--- config.mk ---
export PLATFORM = sky130hd
export DESIGN_NAME = lcd_char_writer
export DESIGN_NICKNAME = d
export VERILOG_FILES = /design/src/rtl/lcd_defs.sv /design/src/rtl/lcd_write_cycle.sv /design/src/rtl/lcd_char_writer.sv
export SDC_FILE = /design/constraint.sdc
export NUM_CORES = 1
export LEC_CHECK = 0
export ABC_AREA = 1
export BUFFER_PORTS_ARGS = -buffer_cell sky130_fd_sc_hd__buf_4
export CAP_MARGIN = 10
export CORE_ASPECT_RATIO = 1.25
export CORE_UTILIZATION = 39
export DETAILED_ROUTE_END_ITERATION = 16
export PLACE_DENSITY = 0.59
export SLEW_MARGIN = 20
export SYNTH_ARGS = -nofsm -noshare
export SYNTH_HDL_FRONTEND = slang
export SYNTH_SLANG_ARGS = --single-unit
--- constraint.sdc ---
create_clock -name clock -period 4.2 [get_ports clock]
set_clock_uncertainty 0.1 [all_clocks]
set_input_delay 0.42 -clock clock [delete_from_list [all_inputs] [get_ports clock]]
set_output_delay 0.42 -clock clock [all_outputs]
set_load 0.02 [all_outputs]
--- src/rtl/lcd_defs.sv ---
// Shared constants for the HD44780 character writer: command bytes, ASCII codes,
// FSM state encodings and the byte-selection helpers used by the sequencer.
package lcd_defs;

    localparam logic [7:0] CMD_FUNC_SET = 8'h38;
    localparam logic [7:0] CMD_DISP_ON  = 8'h0C;
    localparam logic [7:0] CMD_ENTRY    = 8'h06;
    localparam logic [7:0] CMD_CLEAR    = 8'h01;
    localparam logic [7:0] CMD_LINE1    = 8'h80;

    localparam logic [7:0] ASCII_COLON  = 8'h3A;
    localparam logic [7:0] ASCII_SPACE  = 8'h20;
    localparam logic [7:0] ASCII_STAR   = 8'h2A;

    typedef enum logic [1:0] {
        T_PWRUP,
        T_INIT,
        T_IDLE,
        T_FRAME
    } top_state_t;

    typedef enum logic [1:0] {
        W_IDLE,
        W_SETUP,
        W_EHI,
        W_WAIT
    } wr_state_t;

    function automatic logic [7:0] init_cmd(input logic [1:0] idx);
        case (idx)
            2'd0:    init_cmd = CMD_FUNC_SET;
            2'd1:    init_cmd = CMD_DISP_ON;
            2'd2:    init_cmd = CMD_ENTRY;
            default: init_cmd = CMD_CLEAR;
        endcase
    endfunction

    // Slot 0 is the line-1 address command; slots 1..7 are the "HH:MM A" characters.
    function automatic logic [7:0] frame_byte(input logic [2:0] idx,
                                              input logic [7:0] h1, input logic [7:0] h0,
                                              input logic [7:0] m1, input logic [7:0] m0,
                                              input logic alarm);
        case (idx)
            3'd1:    frame_byte = h1;
            3'd2:    frame_byte = h0;
            3'd3:    frame_byte = ASCII_COLON;
            3'd4:    frame_byte = m1;
            3'd5:    frame_byte = m0;
            3'd6:    frame_byte = ASCII_SPACE;
            3'd7:    frame_byte = alarm ? ASCII_STAR : ASCII_SPACE;
            default: frame_byte = CMD_LINE1;
        endcase
    endfunction

endpackage

--- src/rtl/lcd_write_cycle.sv ---
// One HD44780 bus write: setup with E low, E high pulse, then the post-write wait.
// Handshake: start is sampled only in W_IDLE; done pulses for one cycle after W_WAIT ends.
module lcd_write_cycle
    import lcd_defs::*;
#(
    parameter int SETUP_CYCLES      = 2,
    parameter int E_HIGH_CYCLES     = 12,
    parameter int CMD_WAIT_CYCLES   = 2000,
    parameter int CLEAR_WAIT_CYCLES = 82000
) (
    input  logic       clock,
    input  logic       reset,
    input  logic       start,
    input  logic       rs,
    input  logic [7:0] data,
    input  logic       long_wait,
    output logic       lcd_e,
    output logic       lcd_rs,
    output logic [7:0] lcd_data,
    output logic       done,
    output wr_state_t  state
);

    localparam int MAX_A    = (SETUP_CYCLES > E_HIGH_CYCLES) ? SETUP_CYCLES : E_HIGH_CYCLES;
    localparam int MAX_B    = (CMD_WAIT_CYCLES > CLEAR_WAIT_CYCLES) ? CMD_WAIT_CYCLES
                                                                    : CLEAR_WAIT_CYCLES;
    localparam int MAX_WAIT = (MAX_A > MAX_B) ? MAX_A : MAX_B;
    localparam int CNT_W    = $clog2(MAX_WAIT + 1);

    localparam logic [CNT_W-1:0] SETUP_LAST = CNT_W'(SETUP_CYCLES - 1);
    localparam logic [CNT_W-1:0] EHI_LAST   = CNT_W'(E_HIGH_CYCLES - 1);
    localparam logic [CNT_W-1:0] CMD_LAST   = CNT_W'(CMD_WAIT_CYCLES - 1);
    localparam logic [CNT_W-1:0] CLEAR_LAST = CNT_W'(CLEAR_WAIT_CYCLES - 1);

    logic [CNT_W-1:0] cnt;
    logic [CNT_W-1:0] cnt_inc;
    logic [CNT_W-1:0] wait_last;
    logic             long_q;

    assign cnt_inc   = (cnt == '1) ? cnt : cnt + CNT_W'(1);
    assign wait_last = long_q ? CLEAR_LAST : CMD_LAST;

    // rs/data are latched on start and left untouched until the next start.
    always_ff @(posedge clock or posedge reset) begin
        if (reset) begin
            state    <= W_IDLE;
            cnt      <= '0;
            long_q   <= 1'b0;
            lcd_e    <= 1'b0;
            lcd_rs   <= 1'b0;
            lcd_data <= 8'h00;
            done     <= 1'b0;
        end else begin
            done <= 1'b0;
            case (state)
                W_IDLE: begin
                    if (start) begin
                        lcd_rs   <= rs;
                        lcd_data <= data;
                        long_q   <= long_wait;
                        cnt      <= '0;
                        state    <= W_SETUP;
                    end
                end
                W_SETUP: begin
                    if (cnt == SETUP_LAST) begin
                        cnt   <= '0;
                        lcd_e <= 1'b1;
                        state <= W_EHI;
                    end else begin
                        cnt <= cnt_inc;
                    end
                end
                W_EHI: begin
                    if (cnt == EHI_LAST) begin
                        cnt   <= '0;
                        lcd_e <= 1'b0;
                        state <= W_WAIT;
                    end else begin
                        cnt <= cnt_inc;
                    end
                end
                W_WAIT: begin
                    if (cnt == wait_last) begin
                        cnt   <= '0;
                        done  <= 1'b1;
                        state <= W_IDLE;
                    end else begin
                        cnt <= cnt_inc;
                    end
                end
                default: state <= W_IDLE;
            endcase
        end
    end

endmodule

--- src/rtl/lcd_char_writer.sv ---
// Drives an 8-bit write-only HD44780 LCD: power-up wait, init commands, then rewrites
// line 1 as "HH:MM A" whenever any displayed input differs from the last frame's snapshot.
module lcd_char_writer
    import lcd_defs::*;
#(
    parameter int POWERUP_CYCLES    = 750000,
    parameter int SETUP_CYCLES      = 2,
    parameter int E_HIGH_CYCLES     = 12,
    parameter int CMD_WAIT_CYCLES   = 2000,
    parameter int CLEAR_WAIT_CYCLES = 82000
) (
    input  logic       clock,
    input  logic       reset,
    input  logic [7:0] ms_hour,
    input  logic [7:0] ls_hour,
    input  logic [7:0] ms_minute,
    input  logic [7:0] ls_minute,
    input  logic       alarm_sound,
    output logic [7:0] lcd_data,
    output logic       lcd_rs,
    output logic       lcd_rw,
    output logic       lcd_e,
    output logic       init_done,
    output logic       busy
);

    localparam int PW_W = $clog2(POWERUP_CYCLES + 1);
    localparam logic [PW_W-1:0] PW_LAST = PW_W'(POWERUP_CYCLES - 1);

    top_state_t  state;
    logic [PW_W-1:0] pw_cnt;
    logic [2:0]  idx;
    logic        wr_start;
    logic        wr_rs;
    logic [7:0]  wr_data;
    logic        wr_long;
    logic        wr_done;
    wr_state_t   wr_state;

    logic [7:0]  snap_h1, snap_h0, snap_m1, snap_m0;
    logic        snap_al;
    logic        first_frame;
    logic        changed;
    logic        trigger;

    assign lcd_rw  = 1'b0;
    assign wr_long = !wr_rs && (wr_data == CMD_CLEAR);
    assign changed = {ms_hour, ls_hour, ms_minute, ls_minute, alarm_sound}
                  != {snap_h1, snap_h0, snap_m1, snap_m0, snap_al};
    assign trigger = first_frame || changed;

    lcd_write_cycle #(
        .SETUP_CYCLES      (SETUP_CYCLES),
        .E_HIGH_CYCLES     (E_HIGH_CYCLES),
        .CMD_WAIT_CYCLES   (CMD_WAIT_CYCLES),
        .CLEAR_WAIT_CYCLES (CLEAR_WAIT_CYCLES)
    ) u_write (
        .clock     (clock),
        .reset     (reset),
        .start     (wr_start),
        .rs        (wr_rs),
        .data      (wr_data),
        .long_wait (wr_long),
        .lcd_e     (lcd_e),
        .lcd_rs    (lcd_rs),
        .lcd_data  (lcd_data),
        .done      (wr_done),
        .state     (wr_state)
    );

    always_ff @(posedge clock or posedge reset) begin
        if (reset) begin
            state       <= T_PWRUP;
            pw_cnt      <= '0;
            idx         <= 3'd0;
            wr_start    <= 1'b0;
            wr_rs       <= 1'b0;
            wr_data     <= 8'h00;
            snap_h1     <= 8'h00;
            snap_h0     <= 8'h00;
            snap_m1     <= 8'h00;
            snap_m0     <= 8'h00;
            snap_al     <= 1'b0;
            first_frame <= 1'b0;
            init_done   <= 1'b0;
            busy        <= 1'b1;
        end else begin
            wr_start <= 1'b0;
            case (state)
                T_PWRUP: begin
                    busy <= 1'b1;
                    if (pw_cnt == PW_LAST) begin
                        state    <= T_INIT;
                        idx      <= 3'd0;
                        wr_start <= 1'b1;
                        wr_rs    <= 1'b0;
                        wr_data  <= init_cmd(2'd0);
                    end else if (pw_cnt != '1) begin
                        pw_cnt <= pw_cnt + PW_W'(1);
                    end
                end
                T_INIT: begin
                    busy <= 1'b1;
                    if (wr_done) begin
                        if (idx == 3'd3) begin
                            state       <= T_IDLE;
                            init_done   <= 1'b1;
                            first_frame <= 1'b1;
                        end else begin
                            idx      <= idx + 3'd1;
                            wr_start <= 1'b1;
                            wr_rs    <= 1'b0;
                            wr_data  <= init_cmd(idx[1:0] + 2'd1);
                        end
                    end
                end
                T_IDLE: begin
                    // Inputs are captured only here, so mid-frame edits show up as a
                    // mismatch on return and collapse into a single follow-up frame.
                    if (trigger && wr_state == W_IDLE) begin
                        snap_h1     <= ms_hour;
                        snap_h0     <= ls_hour;
                        snap_m1     <= ms_minute;
                        snap_m0     <= ls_minute;
                        snap_al     <= alarm_sound;
                        first_frame <= 1'b0;
                        state       <= T_FRAME;
                        idx         <= 3'd0;
                        wr_start    <= 1'b1;
                        wr_rs       <= 1'b0;
                        wr_data     <= CMD_LINE1;
                        busy        <= 1'b1;
                    end else begin
                        busy <= 1'b0;
                    end
                end
                T_FRAME: begin
                    busy <= 1'b1;
                    if (wr_done) begin
                        if (idx == 3'd7) begin
                            state <= T_IDLE;
                        end else begin
                            idx      <= idx + 3'd1;
                            wr_start <= 1'b1;
                            wr_rs    <= 1'b1;
                            wr_data  <= frame_byte(idx + 3'd1, snap_h1, snap_h0,
                                                   snap_m1, snap_m0, snap_al);
                        end
                    end
                end
                default: state <= T_PWRUP;
            endcase
        end
    end

endmodule

==> impl_table.tex, run 1 <==
\begin{tabular}{lr}
\hline
Metric & Value \\
\hline
\multicolumn{2}{l}{\textbf{Status}} \\
Result of the run & complete, no violations \\
\multicolumn{2}{l}{\textbf{Die}} \\
Floorplan Core Area & 15600 sq um \\
I/O Pins & 48 \\
Die area & 16400 sq um \\
Height of the die & 143 um \\
Starting Density & 0.399 \\
Horizontal die dimension & 115 um \\
Standard-cell rows & 51 \\
\multicolumn{2}{l}{\textbf{Worst hold path}} \\
Type of the worst min-delay path & in2async \\
\multicolumn{2}{l}{\textbf{Setup path}} \\
Category of the worst setup path launch point & register \\
CP Class & reg2reg \\
Worst Setup End Kind & register \\
Arrival time of the worst setup path & 2620 ps \\
Critical-path maximum fanout & 6 \\
Critical path data required time & 4360 ps \\
\multicolumn{2}{l}{\textbf{Placed design}} \\
Port buffer count & 46 \\
Post-placement cell area & 6680 sq um \\
Cell total after placement & 1110 \\
Half-perimeter wire length of the detailed placement result & 11.1 mm \\
Routability congestion estimate from global placement & 0.861 \\
\multicolumn{2}{l}{\textbf{Logic synthesis}} \\
Register bit total from synthesis & 102 \\
Distinct cells, synth & 42 \\
Post-Synthesis Mean Instance Area & 7.14 sq um \\
Most used flip-flop cell after synthesis & sky130\_fd\_sc\_hd\_\_dfrtp\_1 \\
Post-synth EDFFs & 0 \\
Number of standard cells after synthesis & 869 \\
Warning count from the yosys run & 0 \\
Total standard cell area after synthesis & 6210 sq um \\
Share of async-settable or async-resettable flops after synthesis & 1.00 \\
Register area share after synthesis & 0.411 \\
Net count of the mapped netlist & 920 \\
\multicolumn{2}{l}{\textbf{Clocking}} \\
H-tree levels & 3 \\
Count of hold buffers inserted by post-cts repair & 0 \\
Number of gates resized after cts & 0 \\
Clock-pin transition on the worst setup and hold timing paths & 80 ps \\
Post-CTS repair timing setup buffer count & 0 \\
Clk Tree Root Cell & sky130\_fd\_sc\_hd\_\_clkbuf\_16 \\
Clk\_lat worst skew & 370 ps \\
Number of buffers inserted during clock tree synthesis & 9 \\
TritonCTS sink count & 102 \\
CTS tree & built \\
Max clock buf depth & 2 \\
\multicolumn{2}{l}{\textbf{Global routing}} \\
Wire length of the first global-routing pass & 25.5 mm \\
Initial antenna violation count & 0 \\
Maximum number of pins on one net before global-route repair & 81 \\
Total gr overflow & 0 \\
Fraction of met3 tracks used by global routing & 0.0233 \\
M2 GR Usage & 0.351 \\
Met1 global-route usage & 0.244 \\
Number of global-route vias before repair & 5234 \\
Total Routing Usage GR & 0.201 \\
Gr busiest metal & met2 \\
\multicolumn{2}{l}{\textbf{Timing}} \\
Final period utilization & 0.585 \\
Unrepaired setup endpoints after global routing & false \\
Least-Margin Pin Slew & 798 ps \\
Fin. max-slew vios & 0 \\
Final setup violation count & 0 \\
Achievable Freq & 407 MHz \\
Tmin final & 2460 ps \\
Hold Violations, Final & 0 \\
Slew Limit Headroom & 0.468 \\
Final setup TNS & 0 ps \\
\multicolumn{2}{l}{\textbf{Job}} \\
Total of max-cap violations & 0 \\
\multicolumn{2}{l}{\textbf{Detailed routing}} \\
DRT antenna net count & 0 \\
Number of optimization iterations in the first detailed-route pass & 5 \\
DRC errors left & 0 \\
Vias per inst & 4.86 \\
WL/cell & 13.6 um \\
Detailed Route Iter0 Violations & 342 \\
Via count of the routed design & 5477 \\
WL final & 15.3 mm \\
\multicolumn{2}{l}{\textbf{Finish}} \\
Diode insertion count for antenna repair & 0 \\
Area of combinational cells with multiple inputs & 2990 sq um \\
Design Area, Final & 6970 sq um \\
Proportion of layout cells with a drive suffix above 1 & 0.0886 \\
Fillers & 1662 \\
Post-synthesis to final-layout area growth & 12.4\% \\
Total area of sequential cells & 2550 sq um \\
Nets@finish & 960 \\
Number of cells in the finished layout apart from fillers & 1126 \\
\multicolumn{2}{l}{\textbf{Power and ir drop}} \\
Static leakage & 3.45 nW \\
Peak VDD IR & 0.000171 V \\
Power density of the placed cells & 273 nW/um\^{}2 \\
\hline
\end{tabular}
==> critical path, cell delays in order (launching register included) <==
cell and delay, ps:
sky130_fd_sc_hd__dfrtp_1 430, sky130_fd_sc_hd__ha_1 280, sky130_fd_sc_hd__ha_1 400, sky130_fd_sc_hd__inv_1 110, sky130_fd_sc_hd__nand2_1 200, sky130_fd_sc_hd__inv_1 140
sky130_fd_sc_hd__nand2_1 70, sky130_fd_sc_hd__o21ai_0 110, sky130_fd_sc_hd__o21ai_0 260, sky130_fd_sc_hd__nand2_1 90, sky130_fd_sc_hd__nand3_1 90, sky130_fd_sc_hd__nand2_1 60
==> power by group <==
part / internal, mW / switching (mW) / leakage, nW / total, mW
Combinational: 0.0322 / 0.0475 / 1.96 / 0.0797
Clock: 0.415 / 0.430 / 0.139 / 0.845
Sequential: 0.981 / 0 / 1.35 / 0.981
==> placed cells by master, fill, tap and decap left out, types with 3 or more instances in the layout <==
cell type / synthesis / routed
sky130_fd_sc_hd__nand4_1: 13 / 13
sky130_fd_sc_hd__inv_1: 131 / 130
sky130_fd_sc_hd__o22ai_1: 7 / 7
sky130_fd_sc_hd__clkinv_4: 0 / 3
sky130_fd_sc_hd__xnor2_1: 6 / 6
sky130_fd_sc_hd__ha_1: 16 / 16
sky130_fd_sc_hd__a21oi_1: 3 / 3
sky130_fd_sc_hd__o21ai_1: 14 / 14
sky130_fd_sc_hd__clkbuf_16: 0 / 9
sky130_fd_sc_hd__nand3_1: 60 / 60
sky130_fd_sc_hd__nor2_1: 68 / 68
sky130_fd_sc_hd__nor3_1: 21 / 21
sky130_fd_sc_hd__nor2_2: 4 / 4
sky130_fd_sc_hd__nor4_1: 5 / 5
sky130_fd_sc_hd__nand2_1: 272 / 272
sky130_fd_sc_hd__xor2_1: 24 / 24
sky130_fd_sc_hd__dfrtp_1: 101 / 101
sky130_fd_sc_hd__o21ai_0: 80 / 80
sky130_fd_sc_hd__buf_4: 4 / 49
==> Yosys cell counts (2+ instances only) <==
cell type,n,area share
sky130_fd_sc_hd__xor2_1,24,0.034
sky130_fd_sc_hd__ha_1,16,0.032
sky130_fd_sc_hd__inv_1,131,0.079
sky130_fd_sc_hd__a221oi_1,2,0.0028
sky130_fd_sc_hd__nor4_1,5,0.0050
sky130_fd_sc_hd__nand3_1,60,0.048
sky130_fd_sc_hd__dfrtp_1,101,0.41
sky130_fd_sc_hd__nand2_1,272,0.16
sky130_fd_sc_hd__nor2_2,4,0.0040
sky130_fd_sc_hd__nand4_1,13,0.013
sky130_fd_sc_hd__buf_4,4,0.0048
sky130_fd_sc_hd__xnor2_1,6,0.0085
sky130_fd_sc_hd__o21ai_1,14,0.011
sky130_fd_sc_hd__buf_2,7,0.0056
sky130_fd_sc_hd__buf_6,7,0.013
sky130_fd_sc_hd__nor2_1,68,0.041
sky130_fd_sc_hd__a21oi_1,3,0.0024
sky130_fd_sc_hd__o21bai_1,2,0.0024
sky130_fd_sc_hd__o22ai_1,7,0.0071
sky130_fd_sc_hd__nand3b_1,2,0.0024
sky130_fd_sc_hd__o21ai_0,80,0.065
sky130_fd_sc_hd__nor3_1,21,0.017
==> worst paths after layout <==
kind / startpoint / to / slack, ps / depth (start not counted)
min reg2reg: init_done$_DFFE_PP0P_ / init_done$_DFFE_PP0P_ / 370 / 2
max: idx[0]$_DFFE_PP0P_ / wr_data[4]$_DFFE_PP0P_ / 1740 / 11
min in group clock: ls_hour[7] / snap_h0[7]$_DFFE_PP0P_ / 220 / 3
max reg2reg: idx[0]$_DFFE_PP0P_ / wr_data[4]$_DFFE_PP0P_ / 1740 / 11
max in group asynchronous: reset / busy$_DFF_PP1_ / 3060 / 3
min: reset / pw_cnt[4]$_DFFE_PP0P_ / 80 / 2
==> routing by layer <==
layer	wire, um	vias to the layer above
li1	-	2820
met1	6770	2540
met2	7640	89
met3	394	28
met4	461	0
met5	0	-
==> cell families (layout without fill, tap and decap cells) <==
logic type                 Yosys count  after routing  synth area share
adders and majority gates           16             16            0.0323
other                                1              1          0.000604
AOI/OAI and AO/OA                  113            113            0.0970
and+or+nand+nor                    454            454             0.310
xor gates and xnor gates            30             30            0.0423
buffers and inverters              153            198             0.106
DFF                                102            102             0.411
==> per-stage QoR <==
stage	utilization	hold WS, ps	setup slack (ps)	total power, mW
finish	0.448	75.6	1740	1.91
global placement	0.429	350	1790	1.08
CTS	0.448	107	1770	1.92
detailed placement	0.429	358	1760	1.08
global route	0.448	142	1520	1.97
floorplan	-	336	1010	1.04
==> registers in the layout, summed over array words and instances (netlist names), 2 cells and up <==
name	flops
idx	3
pw_cnt	20
snap_h0	8
snap_h1	8
snap_m0	8
snap_m1	8
state	2
u_write.cnt	17
u_write.lcd_data	8
u_write.state	2
wr_data	8
==> area by class of cell <==
cell class                 count  area share
sequential                   102       0.366
tap                          212      0.0380
clock buffer                   9      0.0323
clock inverter                 7     0.00969
inverter                     133      0.0720
timing repair buffer          49      0.0528
multi-input combinational    614       0.429
No activity file was read; power rests on OpenSTA's default activity.
==> run 2, diff against run 1 <==
Clock period 4.2 ns to 2.4 ns, I/O delays scaled along.
==> run 2 against run 1 <==
Routed wire length rose by 0.49%; global-route usage hardly changed; register-to-register slack worse by 1600 ps; first-iteration DRC count is 5.6% higher; core utilization up 1.0 points; critical path depth decreased by 2; total power rose by 84%; maximum frequency grew 11%; worst setup slack got worse by 1600 ps; via count grew 1.3%; count of clock-buffer cells in the layout up 1; largest cell class unchanged.
==> impl_table.tex, run 2 (synthesis gave the netlist of run 1 again) <==
\begin{tabular}{lr}
\hline
Metric & Value \\
\hline
\multicolumn{2}{l}{\textbf{Clocking}} \\
TritonCTS sink count & 102 (unchanged) \\
Clk Tree Root Cell & sky130\_fd\_sc\_hd\_\_clkbuf\_16 \\
H-tree levels & 3 (unchanged) \\
Clock-pin transition on the worst setup and hold timing paths & 80 ps (about the same) \\
Post-CTS repair timing setup buffer count & 0 (unchanged) \\
Number of buffers inserted during clock tree synthesis & 9 (unchanged) \\
CTS tree & built \\
Max clock buf depth & 2 (unchanged) \\
Clk\_lat worst skew & 370 ps (about the same) \\
\multicolumn{2}{l}{\textbf{Finish}} \\
Most common cell after layout, fill and taps aside & sky130\_fd\_sc\_hd\_\_nand2\_1 \\
Largest registers & pw\_cnt: 20 flops, u\_write.cnt: 17 flops \\
Design Area, Final & 7130 sq um (+2.3\%) \\
Total area of sequential cells & 2550 sq um (unchanged) \\
Fillers & 1667 (+0.30\%) \\
Flip-flop count of the largest register, all copies and words added & 20 (unchanged) \\
Post-synthesis to final-layout area growth & 14.9\% \\
Proportion of layout cells with a drive suffix above 1 & 0.101 (+0.0121) \\
Area of combinational cells with multiple inputs & 3000 sq um (+0.33\%) \\
Commonest cells after routing, fill and taps aside & sky130\_fd\_sc\_hd\_\_nand2\_1 (270), sky130\_fd\_sc\_hd\_\_inv\_1 (130), sky130\_fd\_sc\_hd\_\_dfrtp\_1 (101), sky130\_fd\_sc\_hd\_\_o21ai\_0 (78), sky130\_fd\_sc\_hd\_\_nor2\_1 (67) \\
Number of cells in the finished layout apart from fillers & 1135 (+0.80\%) \\
Diode insertion count for antenna repair & 0 (unchanged) \\
Reg with most FFs & pw\_cnt \\
Nets@finish & 969 (+0.94\%) \\
Util after Layout & 0.458 (+0.0101) \\
\multicolumn{2}{l}{\textbf{Timing}} \\
Least-Margin Pin Slew & 640 ps (-158 ps) \\
Achievable Freq & 451 MHz (+11\%) \\
Final setup TNS & 0 ps (unchanged) \\
Slew Limit Headroom & 0.573 (+0.105) \\
Final period utilization & 0.924 (+0.339) \\
Unrepaired setup endpoints after global routing & false \\
Hold Violations, Final & 0 (unchanged) \\
Fin. max-slew vios & 0 (unchanged) \\
Final setup violation count & 0 (unchanged) \\
Tmin final & 2220 ps (-240 ps) \\
Worst hold slack & 42.6 ps (-33.0 ps) \\
\multicolumn{2}{l}{\textbf{Setup path}} \\
Critical path data required time & 2560 ps (-1800 ps) \\
CP Class & reg2reg \\
Critical-path maximum fanout & 6 (unchanged) \\
Arrival time of the worst setup path & 2380 ps (-240 ps) \\
Worst Setup End Kind & register \\
Category of the worst setup path launch point & register \\
\multicolumn{2}{l}{\textbf{Global routing}} \\
Wire length of the first global-routing pass & 25.6 mm (+0.41\%) \\
Number of global-route vias before repair & 5340 (+2.0\%) \\
Initial antenna violation count & 0 (unchanged) \\
Total gr overflow & 0 (unchanged) \\
Maximum number of pins on one net before global-route repair & 50 (-38\%) \\
Total Routing Usage GR & 0.201 (about the same) \\
\multicolumn{2}{l}{\textbf{Placed design}} \\
Half-perimeter wire length of the detailed placement result & 11.6 mm (+3.9\%) \\
Routability congestion estimate from global placement & 0.874 (+1.6\%) \\
Port buffer count & 46 (unchanged) \\
Cell total after placement & 1118 (+0.72\%) \\
Post-placement cell area & 6780 sq um (+1.5\%) \\
\multicolumn{2}{l}{\textbf{Detailed routing}} \\
WL/cell & 13.5 um (-0.31\%) \\
DRC errors left & 0 (unchanged) \\
Number of optimization iterations in the first detailed-route pass & 5 (unchanged) \\
Detailed Route Iter0 Violations & 361 (+5.6\%) \\
Vias per inst & 4.89 (+0.49\%) \\
Via count of the routed design & 5548 (+1.3\%) \\
WL final & 15.3 mm (+0.49\%) \\
DRT antenna net count & 0 (unchanged) \\
\multicolumn{2}{l}{\textbf{Die}} \\
Horizontal die dimension & 115 um (unchanged) \\
Height of the die & 143 um (unchanged) \\
Die area & 16400 sq um (unchanged) \\
I/O Pins & 48 (unchanged) \\
Starting Density & 0.399 (unchanged) \\
Floorplan Core Area & 15600 sq um (unchanged) \\
Standard-cell rows & 51 (unchanged) \\
\multicolumn{2}{l}{\textbf{Status}} \\
Result of the run & complete, no violations \\
\multicolumn{2}{l}{\textbf{Power and ir drop}} \\
Static leakage & 3.53 nW (+2.1\%) \\
Peak VDD IR & 0.000326 V (+90\%) \\
Power density of the placed cells & 492 nW/um\^{}2 (+80\%) \\
\multicolumn{2}{l}{\textbf{Worst hold path}} \\
Type of the worst min-delay path & in2reg \\
\multicolumn{2}{l}{\textbf{Job}} \\
Total of max-cap violations & 0 (unchanged) \\
\hline
\end{tabular}
-- run 2: metal layers --
| metal | wire (um) | vias up | GRT usage |
|---|---|---|---|
| li1 | - | 2836 | - |
| met1 | 6700 | 2581 | 0.244 |
| met4 | 358 | 0 | 0.0834 |
| met5 | 0 | - | 0 |
| met2 | 7820 | 104 | 0.354 |
| met3 | 473 | 27 | 0.0301 |
-- run 2: worst paths after layout --
| check | start | end | slack, ps | cells past startpoint |
|---|---|---|---|---|
| setup / recovery | idx[0]$_DFFE_PP0P_ | wr_data[6]$_DFFE_PP0P_ | 180 | 9 |
| setup reg to reg | idx[0]$_DFFE_PP0P_ | wr_data[6]$_DFFE_PP0P_ | 180 | 9 |
| max in group asynchronous | reset | busy$_DFF_PP1_ | 1140 | 4 |
| hold / removal | ms_hour[2] | snap_h1[2]$_DFFE_PP0P_ | 40 | 3 |
| hold reg to reg | init_done$_DFFE_PP0P_ | init_done$_DFFE_PP0P_ | 370 | 2 |
| min in group asynchronous | reset | idx[0]$_DFFE_PP0P_ | 380 | 3 |
-- run 2: report_power, final --
group,switching (mW),internal (mW)
registers,0,1.72
logic,0.0842,0.0608
clock network,0.700,0.949
total,0.784,2.73
-- run 2: stage by stage --
stage | power, mW | setup WS [ps]
6_report | 3.51 | 183
5_1_grt | 3.64 | 15.0
4_1_cts | 3.57 | 72.0
3_5_place_dp | 1.90 | 94.0
3_3_place_gp | 1.90 | 95.9
2_1_floorplan | 1.82 | 468
-- run 2: timing repair --
| item | in CTS | in global routing |
|---|---|---|
| endpoints found under the hold margin | 20 | 0 |
| endpoints found under the setup margin | 0 | 8 |
| resized for setup | 0 | 6 |
| hold buffers | 1 | 0 |
-- run 2: cell type report --
class | count | share of cell area
Clock buffer | 10 | 0.0335
Multi-Input combinational cell | 614 | 0.421
Timing Repair Buffer | 58 | 0.0667
Sequential cell | 102 | 0.358
Clock inverter | 6 | 0.0130
Inverter | 133 | 0.0705
Tap cell | 212 | 0.0372
-- run 2: worst max-delay path: stages, from the launching register on --
cell	delay (ps)
sky130_fd_sc_hd__dfrtp_1	430
sky130_fd_sc_hd__ha_1	270
sky130_fd_sc_hd__ha_2	400
sky130_fd_sc_hd__inv_1	90
sky130_fd_sc_hd__nand2_2	130
sky130_fd_sc_hd__inv_1	100
sky130_fd_sc_hd__a221oi_1	400
sky130_fd_sc_hd__nor2_1	70
sky130_fd_sc_hd__nand2_1	80
sky130_fd_sc_hd__nand2_1	50
